## src/rtl/cmd_parser.sv

```systemverilog
// cmd_parser: sequential host-command parser sitting between the UART receiver
// and the master control FSM.
//
// One-byte commands (connect / start / software reset) each produce a
// registered single-cycle pulse one clock after the strobe. The set-samples
// command is followed by ARG_BYTES payload bytes, shifted in MSB-first and
// loaded into the samples register when the last one arrives. Argument
// collection is abandoned if the line stays idle for too long between bytes.
//
// Ports:
//   clk          system clock, rising edge
//   rst          asynchronous active-high reset
//   byte_in      received byte, qualified by byte_valid
//   byte_valid   one-cycle strobe from the UART receiver
//   connect      pulse: connection request
//   start        pulse: start correlation
//   sw_reset     pulse: software reset
//   samples_load pulse: samples updated this cycle
//   samples      sample count, held between loads
//   busy         high while collecting argument bytes
//   err_unknown  pulse: unrecognised command byte
//   err_timeout  pulse: argument collection aborted on timeout

module cmd_parser #(
    parameter logic [7:0]   CONNECT_BYTE     = 8'd99,
    parameter logic [7:0]   START_BYTE       = 8'd115,
    parameter logic [7:0]   RESET_BYTE       = 8'd114,
    parameter logic [7:0]   SET_SAMPLES_BYTE = 8'd116,
    parameter int unsigned  ARG_BYTES        = 4,
    parameter int unsigned  TIMEOUT_CYCLES   = 1000000,
    parameter logic [8*ARG_BYTES-1:0] SAMPLES_DEFAULT = '0
) (
    input  logic                   clk,
    input  logic                   rst,
    input  logic [7:0]             byte_in,
    input  logic                   byte_valid,
    output logic                   connect,
    output logic                   start,
    output logic                   sw_reset,
    output logic                   samples_load,
    output logic [8*ARG_BYTES-1:0] samples,
    output logic                   busy,
    output logic                   err_unknown,
    output logic                   err_timeout
);

    localparam int unsigned DATA_W = 8 * ARG_BYTES;
    localparam int unsigned CNT_W  = $clog2(TIMEOUT_CYCLES);
    localparam int unsigned IDX_W  = $clog2(ARG_BYTES + 1);

    // The pulse is registered, so the expiry decision is taken one cycle
    // before the counter itself would read TIMEOUT_CYCLES-1.
    localparam logic [CNT_W-1:0] CNT_LAST = CNT_W'(TIMEOUT_CYCLES - 2);
    localparam logic [IDX_W-1:0] IDX_LAST = IDX_W'(ARG_BYTES - 1);

    typedef enum logic [0:0] {
        StIdle,
        StArg
    } state_e;

    state_e              state_q, state_d;
    logic [IDX_W-1:0]    idx_q, idx_d;
    logic [CNT_W-1:0]    cnt_q, cnt_d;
    logic [DATA_W-1:0]   shift_q, shift_d;
    logic [DATA_W-1:0]   samples_q, samples_d;
    logic [DATA_W-1:0]   shift_next;

    logic connect_q, connect_d;
    logic start_q, start_d;
    logic sw_reset_q, sw_reset_d;
    logic load_q, load_d;
    logic err_unknown_q, err_unknown_d;
    logic err_timeout_q, err_timeout_d;

    // MSB-first shift; a single-byte argument is just the byte itself.
    generate
        if (ARG_BYTES == 1) begin : g_shift_one
            assign shift_next = byte_in;
        end else begin : g_shift_many
            assign shift_next = {shift_q[DATA_W-9:0], byte_in};
        end
    endgenerate

    always_comb begin
        state_d       = state_q;
        idx_d         = idx_q;
        cnt_d         = cnt_q;
        shift_d       = shift_q;
        samples_d     = samples_q;
        connect_d     = 1'b0;
        start_d       = 1'b0;
        sw_reset_d    = 1'b0;
        load_d        = 1'b0;
        err_unknown_d = 1'b0;
        err_timeout_d = 1'b0;

        unique case (state_q)
            StIdle: begin
                if (byte_valid) begin
                    if (byte_in == CONNECT_BYTE) begin
                        connect_d = 1'b1;
                    end else if (byte_in == START_BYTE) begin
                        start_d = 1'b1;
                    end else if (byte_in == RESET_BYTE) begin
                        sw_reset_d = 1'b1;
                    end else if (byte_in == SET_SAMPLES_BYTE) begin
                        state_d = StArg;
                        idx_d   = '0;
                        cnt_d   = '0;
                        shift_d = '0;
                    end else begin
                        err_unknown_d = 1'b1;
                    end
                end
            end

            StArg: begin
                // Every byte here is payload, command values included.
                // A byte in the expiry cycle wins over the timeout.
                if (byte_valid) begin
                    shift_d = shift_next;
                    cnt_d   = '0;
                    if (idx_q == IDX_LAST) begin
                        samples_d = shift_next;
                        load_d    = 1'b1;
                        idx_d     = '0;
                        state_d   = StIdle;
                    end else begin
                        idx_d = idx_q + IDX_W'(1);
                    end
                end else if (cnt_q == CNT_LAST) begin
                    err_timeout_d = 1'b1;
                    state_d       = StIdle;
                    cnt_d         = '0;
                    idx_d         = '0;
                    shift_d       = '0;
                end else begin
                    cnt_d = cnt_q + CNT_W'(1);
                end
            end

            default: begin
                state_d = StIdle;
            end
        endcase
    end

    always_ff @(posedge clk or posedge rst) begin
        if (rst) begin
            state_q       <= StIdle;
            idx_q         <= '0;
            cnt_q         <= '0;
            shift_q       <= '0;
            samples_q     <= SAMPLES_DEFAULT;
            connect_q     <= 1'b0;
            start_q       <= 1'b0;
            sw_reset_q    <= 1'b0;
            load_q        <= 1'b0;
            err_unknown_q <= 1'b0;
            err_timeout_q <= 1'b0;
        end else begin
            state_q       <= state_d;
            idx_q         <= idx_d;
            cnt_q         <= cnt_d;
            shift_q       <= shift_d;
            samples_q     <= samples_d;
            connect_q     <= connect_d;
            start_q       <= start_d;
            sw_reset_q    <= sw_reset_d;
            load_q        <= load_d;
            err_unknown_q <= err_unknown_d;
            err_timeout_q <= err_timeout_d;
        end
    end

    assign connect      = connect_q;
    assign start        = start_q;
    assign sw_reset     = sw_reset_q;
    assign samples_load = load_q;
    assign samples      = samples_q;
    assign busy         = (state_q == StArg);
    assign err_unknown  = err_unknown_q;
    assign err_timeout  = err_timeout_q;

endmodule

```

## config.mk

```make
export PLATFORM = sky130hd
export DESIGN_NAME = cmd_parser
export DESIGN_NICKNAME = d
export VERILOG_FILES = /design/src/rtl/cmd_parser.sv
export SDC_FILE = /design/constraint.sdc
export NUM_CORES = 1
export LEC_CHECK = 0
export CORE_MARGIN = 1
export CORE_UTILIZATION = 47
export DETAILED_ROUTE_END_ITERATION = 16
export PLACE_DENSITY = 0.79
export SETUP_SLACK_MARGIN = 0.3
export SYNTH_ARGS = -nofsm -noshare
export SYNTH_HDL_FRONTEND = slang
export SYNTH_SLANG_ARGS = --single-unit
```

## constraint.sdc

```tcl
create_clock -name clk -period 2.8 [get_ports clk]
set_input_delay 0.56 -clock clk [delete_from_list [all_inputs] [get_ports clk]]
set_output_delay 0.56 -clock clk [all_outputs]
set_load 0.01 [all_outputs]
```

### Word-level counts from Yosys, hierarchy flattened

Index checks and enable logic that the tools add are counted.

* memories kept: 0
* memory bits (writable): 0
* memory bits (read-only): 0
* register bits after elaboration: 86
* bits in latches: 0
* logic and storage cells: 87
* output and inout port bits: 39

* $mul: 0
* equal/unequal tests: 12
* div/mod/pow operators: 0
* bitwise logic cells: 1
* shifts and indexed selects: 0
* multiplexer cells: 58
* add/subtract/negate cells: 2
* $lt $le $gt $ge: 0
* reduce and logical (&&, ||, !) cells: 3

Operators by type and width (number)
* 24-bit 2-to-1 mux: 7
* 20-bit 2-to-1 mux: 7
* 24-bit case mux with 2 select lines: 1
* 20-bit case mux with 2 select lines: 1
* 8-bit by 7-bit == test with 1-bit output, second input constant: 4
* 1-bit 2-to-1 mux: 32
* 3-bit 2-to-1 mux: 8
* 20-bit by 1-bit adder with 20-bit output, second input constant: 1
* 20-bit == test, second input constant: 1
* 2-bit != test, second input constant: 5
* 3-bit case mux with 2 select lines: 1
* 6-bit AND reduction: 1
* 5-bit AND reduction: 1
* 3-bit by 1-bit adder with 3-bit output, second input constant: 1
* 3-bit by 2-bit == test with 1-bit output, second input constant: 1
* 3-bit by 2-bit != test with 1-bit output, second input constant: 1
* 3-bit AND reduction: 1
* 1-bit case mux with 2 select lines: 1
* 1-bit NOT: 1

### Logic depth before layout (Yosys ltp)

* depth after elaboration: 7
* gate-level depth with buffers: 9
* depth with buffers taken out: 7

### Worst setup path before layout

Ideal clock, no wire load.

* path type: register to register
* from: reg cnt_q[12]
* to: reg idx_q[2]
* path buffers: 3
* path slack: 814 ps
* data required time: 2681 ps
* data arrival time: 1867 ps
* stages on the path, launching flop included: 9
* cells stage by stage: dfrtp_1 > buf_6 > or4_4 > nor3_4 > nand3_2 > and3_4 > buf_6 > buf_6 > o21a_1

* word-level cells in the longest chain between the ends: 3

Ends and longest elaborated chain
* start, declared: RTL line 63 `logic [CNT_W-1:0] cnt_q, cnt_d;`
* start signal, assigned: RTL line 164 `cnt_q <= cnt_d;`
* 20-bit == test: RTL line 131 `end else if (cnt_q == CNT_LAST) begin`
* 3-bit by 2-bit != test with 1-bit output (no line)
* 6-bit AND reduction (no line)
* end signal, assigned: RTL line 163 `idx_q <= idx_d;`
* end, declared: RTL line 62 `logic [IDX_W-1:0] idx_q, idx_d;`

No other way between the ends.
A chain may end at the register's enable or synchronous reset.

### Final worst setup path

* from: reg state_q, in the netlist busy
* to: out busy

RTL lines
* start, declared: RTL line 61 `state_e state_q, state_d;`
* start signal, assigned: RTL line 150 `state_q <= StIdle;`
* start signal, assigned: RTL line 162 `state_q <= state_d;`
* end, declared: RTL line 42 `output logic busy,`

No word-level cell between the ends.

==> qor.yml <==
status: "finished clean"
final_hold_viol_count: 0
yosys.area.top_type_share: 0.588
final_max_slew_viol_count: 0
max_stage_delay_ns: 0.60
finalClockSkew_ns: 0.0171
yosysWarnings: 0
max_freq_mhz: 489
critPathCaptureType: "output port"
path_depth: 1
crit_chain: "clkdlybuf4s50_1"
synthTopCellsByCount: "nand2_1, dfrtp_1, a22o_1"
start_kind: "flip-flop"
dp_hpwl_um: 5360
ys_top_cells_by_area: "dfrtp_1, nand2_1, a22o_1"
io_pins: 50
relSlewSlack: 0.585
clkLatencyLatePin_ns: 0.37
required_ns: 2.24
row_count: 31
hold_class: "reg2reg"
ys_seq_area_frac: 0.588
critPathSlowestCell: "clkdlybuf4s50_1"
core-area_um2: 7410
routed_wl_um: 7630
drc_errors: 0
synth_area_um2: 3660
initial_utilization: 0.494
synth_most_common_cell: "nand2_1"
irDropWorstVdd_mv: 0.290
synth_top_area_cell: "dfrtp_1"
clkTransAtPathRegs_ns: 0.11
holdWs_ns: 0.481
fin_area_um2: 4450
syn_area_per_cell_um2: 10.1
dr.pass1.iters: 5
ctsRootBufferMaster: "clkbuf_8"
syn_nets: 376
async_reset_ff_frac: 1.00
leakagePower_nw: 2.12
hp-start: "samples[26]$_DFFE_PP0P_"
grt_pass1_vias: 2684
port_buffers: 49
grt_pass1_wl_um: 13200
ctsHoldBuffers: 0
grt_max_degree: 34
critical-path-top-delay-family: "buffers and inverters"
powerDensity_nw_per_um2: 604
die_w_um: 90.3
grt_overflow: 0
cp.arrival_ns: 1.48
clk_path_buf_depth: 2
dieArea_um2: 8150
cts_tree: "yes"
clkSinkCount: 86
synth_top_flop_cell: "dfrtp_1"
cts_buffers: 9
ant_nets: 0
first_iter_violations: 214
worst_pin_slew_ns: 0.616
ff2ff_path_depth: 5
r2r-start: "cnt_q[12]$_DFFE_PP0P_"
maxCapViolCount: 0
cts_resized: 0
postLayoutCoreUtil: 0.601
viasPerCell: 5.54
dpl_cell_area_um2: 4260
antenna_found_initial: 0
yosysUniqueCellTypes: 41
place_congestion: 0.857
crit_path_max_fanout: 9
area_delta_synth_final_pct: 21.6
setup_viol: 0
path_class: "reg2out"
startpoint: "busy$_DFF_PP0_"
grt_setup_unrepaired: "false"
min_period_over_period: 0.730
grt.total_usage: 0.205
diodes: 0
drive_above_1_share: 0.0791
ys_seq_elements: 86
die_h_um: 90.3
nets: 426
cp_num_buf_inv: 1
hold_depth: 2
fin_setup_tns_ns: 0
routedWlPerCell_um: 14.8
fill_cells: 610
num_vias: 2861
postCtsSetupRepairBufs: 0
period_needed_ns: 2.04
syn_inst: 362
synth_edf_count: 0
h-tree-depth: 3
[worst paths after layout]
path | end | slack, ns
min | samples[26]$_DFFE_PP0P_ | 0.48
max | busy | 0.76
max reg2reg | cnt_q[4]$_DFFE_PP0P_ | 0.78
min in group asynchronous | cnt_q[13]$_DFFE_PP0P_ | 0.62
max in group asynchronous | samples[12]$_DFFE_PP0P_ | 1.55
min reg2reg | samples[26]$_DFFE_PP0P_ | 0.48
[routing by layer]
metal / vias up / GRT usage / share of wire
met5: - / 0 / 0
met4: 0 / 0.0995 / 0.024
met3: 16 / 0.0320 / 0.041
met2: 85 / 0.314 / 0.48
met1: 1416 / 0.287 / 0.46
li1: 1344 / - / -
[where the power goes]
part           switching (W)  total [W]  internal [W]
sequential          0.000138    0.00152       0.00138
clock               0.000500   0.000853      0.000353
combinational       0.000147   0.000316      0.000170
total               0.000785    0.00269       0.00190
[cell usage in the layout (no fill, tap or decap), types with 3 or more instances in the layout]
cell type | synthesis | layout
a31oi_1 | 6 | 6
buf_4 | 0 | 8
inv_1 | 5 | 4
nand4_1 | 9 | 9
nand3_1 | 9 | 9
a21oi_1 | 5 | 5
and2_1 | 3 | 3
nand2_1 | 121 | 121
dfrtp_1 | 86 | 86
nand2b_1 | 4 | 4
inv_8 | 0 | 4
a41oi_1 | 3 | 3
o21ai_0 | 14 | 14
a22o_1 | 26 | 26
clkbuf_8 | 0 | 9
xor2_1 | 7 | 7
nor2_1 | 11 | 11
and3_1 | 3 | 3
clkdlybuf4s50_1 | 0 | 49
ha_1 | 3 | 3
[kinds of logic after synthesis]
| group | Yosys count | synth area share |
|---|---|---|
| AOI/OAI and AO/OA | 61 | 0.120 |
| xor gates and xnor gates | 9 | 0.0215 |
| DFF | 86 | 0.588 |
| and+or+nand+nor | 178 | 0.225 |
| buffers and inverters | 24 | 0.0331 |
| muxes | 1 | 0.00273 |
| adders and majority gates | 3 | 0.0103 |
[metrics by stage]
stage	cells	power (W)	setup slack [ns]
5_1_grt	516	0.00281	0.589
3_5_place_dp	500	0.00186	0.455
4_1_cts	516	0.00271	0.730
3_3_place_gp	500	0.00184	0.518
2_1_floorplan	362	0.00171	0.814
6_report	516	0.00269	0.757
[cell type report]
class                           instances  area (um^2)  area share
Clock inverter                          7         71.3      0.0160
Clock buffer                            9          124      0.0278
Tap cell                               99          124      0.0278
Sequential cell                        86         2150       0.483
Multi-Input combinational cell        252         1390       0.312
Inverter                                5         22.5     0.00506
Timing Repair Buffer                   58          571       0.128
[state kept, by name, indices dropped and copies added, names as in the netlist]
name          cells
connect           1
cnt_q            20
samples          32
start             1
sw_reset          1
samples_load      1
idx_q             3
busy              1
err_timeout       1
shift_q          24
err_unknown       1
No activity file was read; power rests on OpenSTA's default activity.
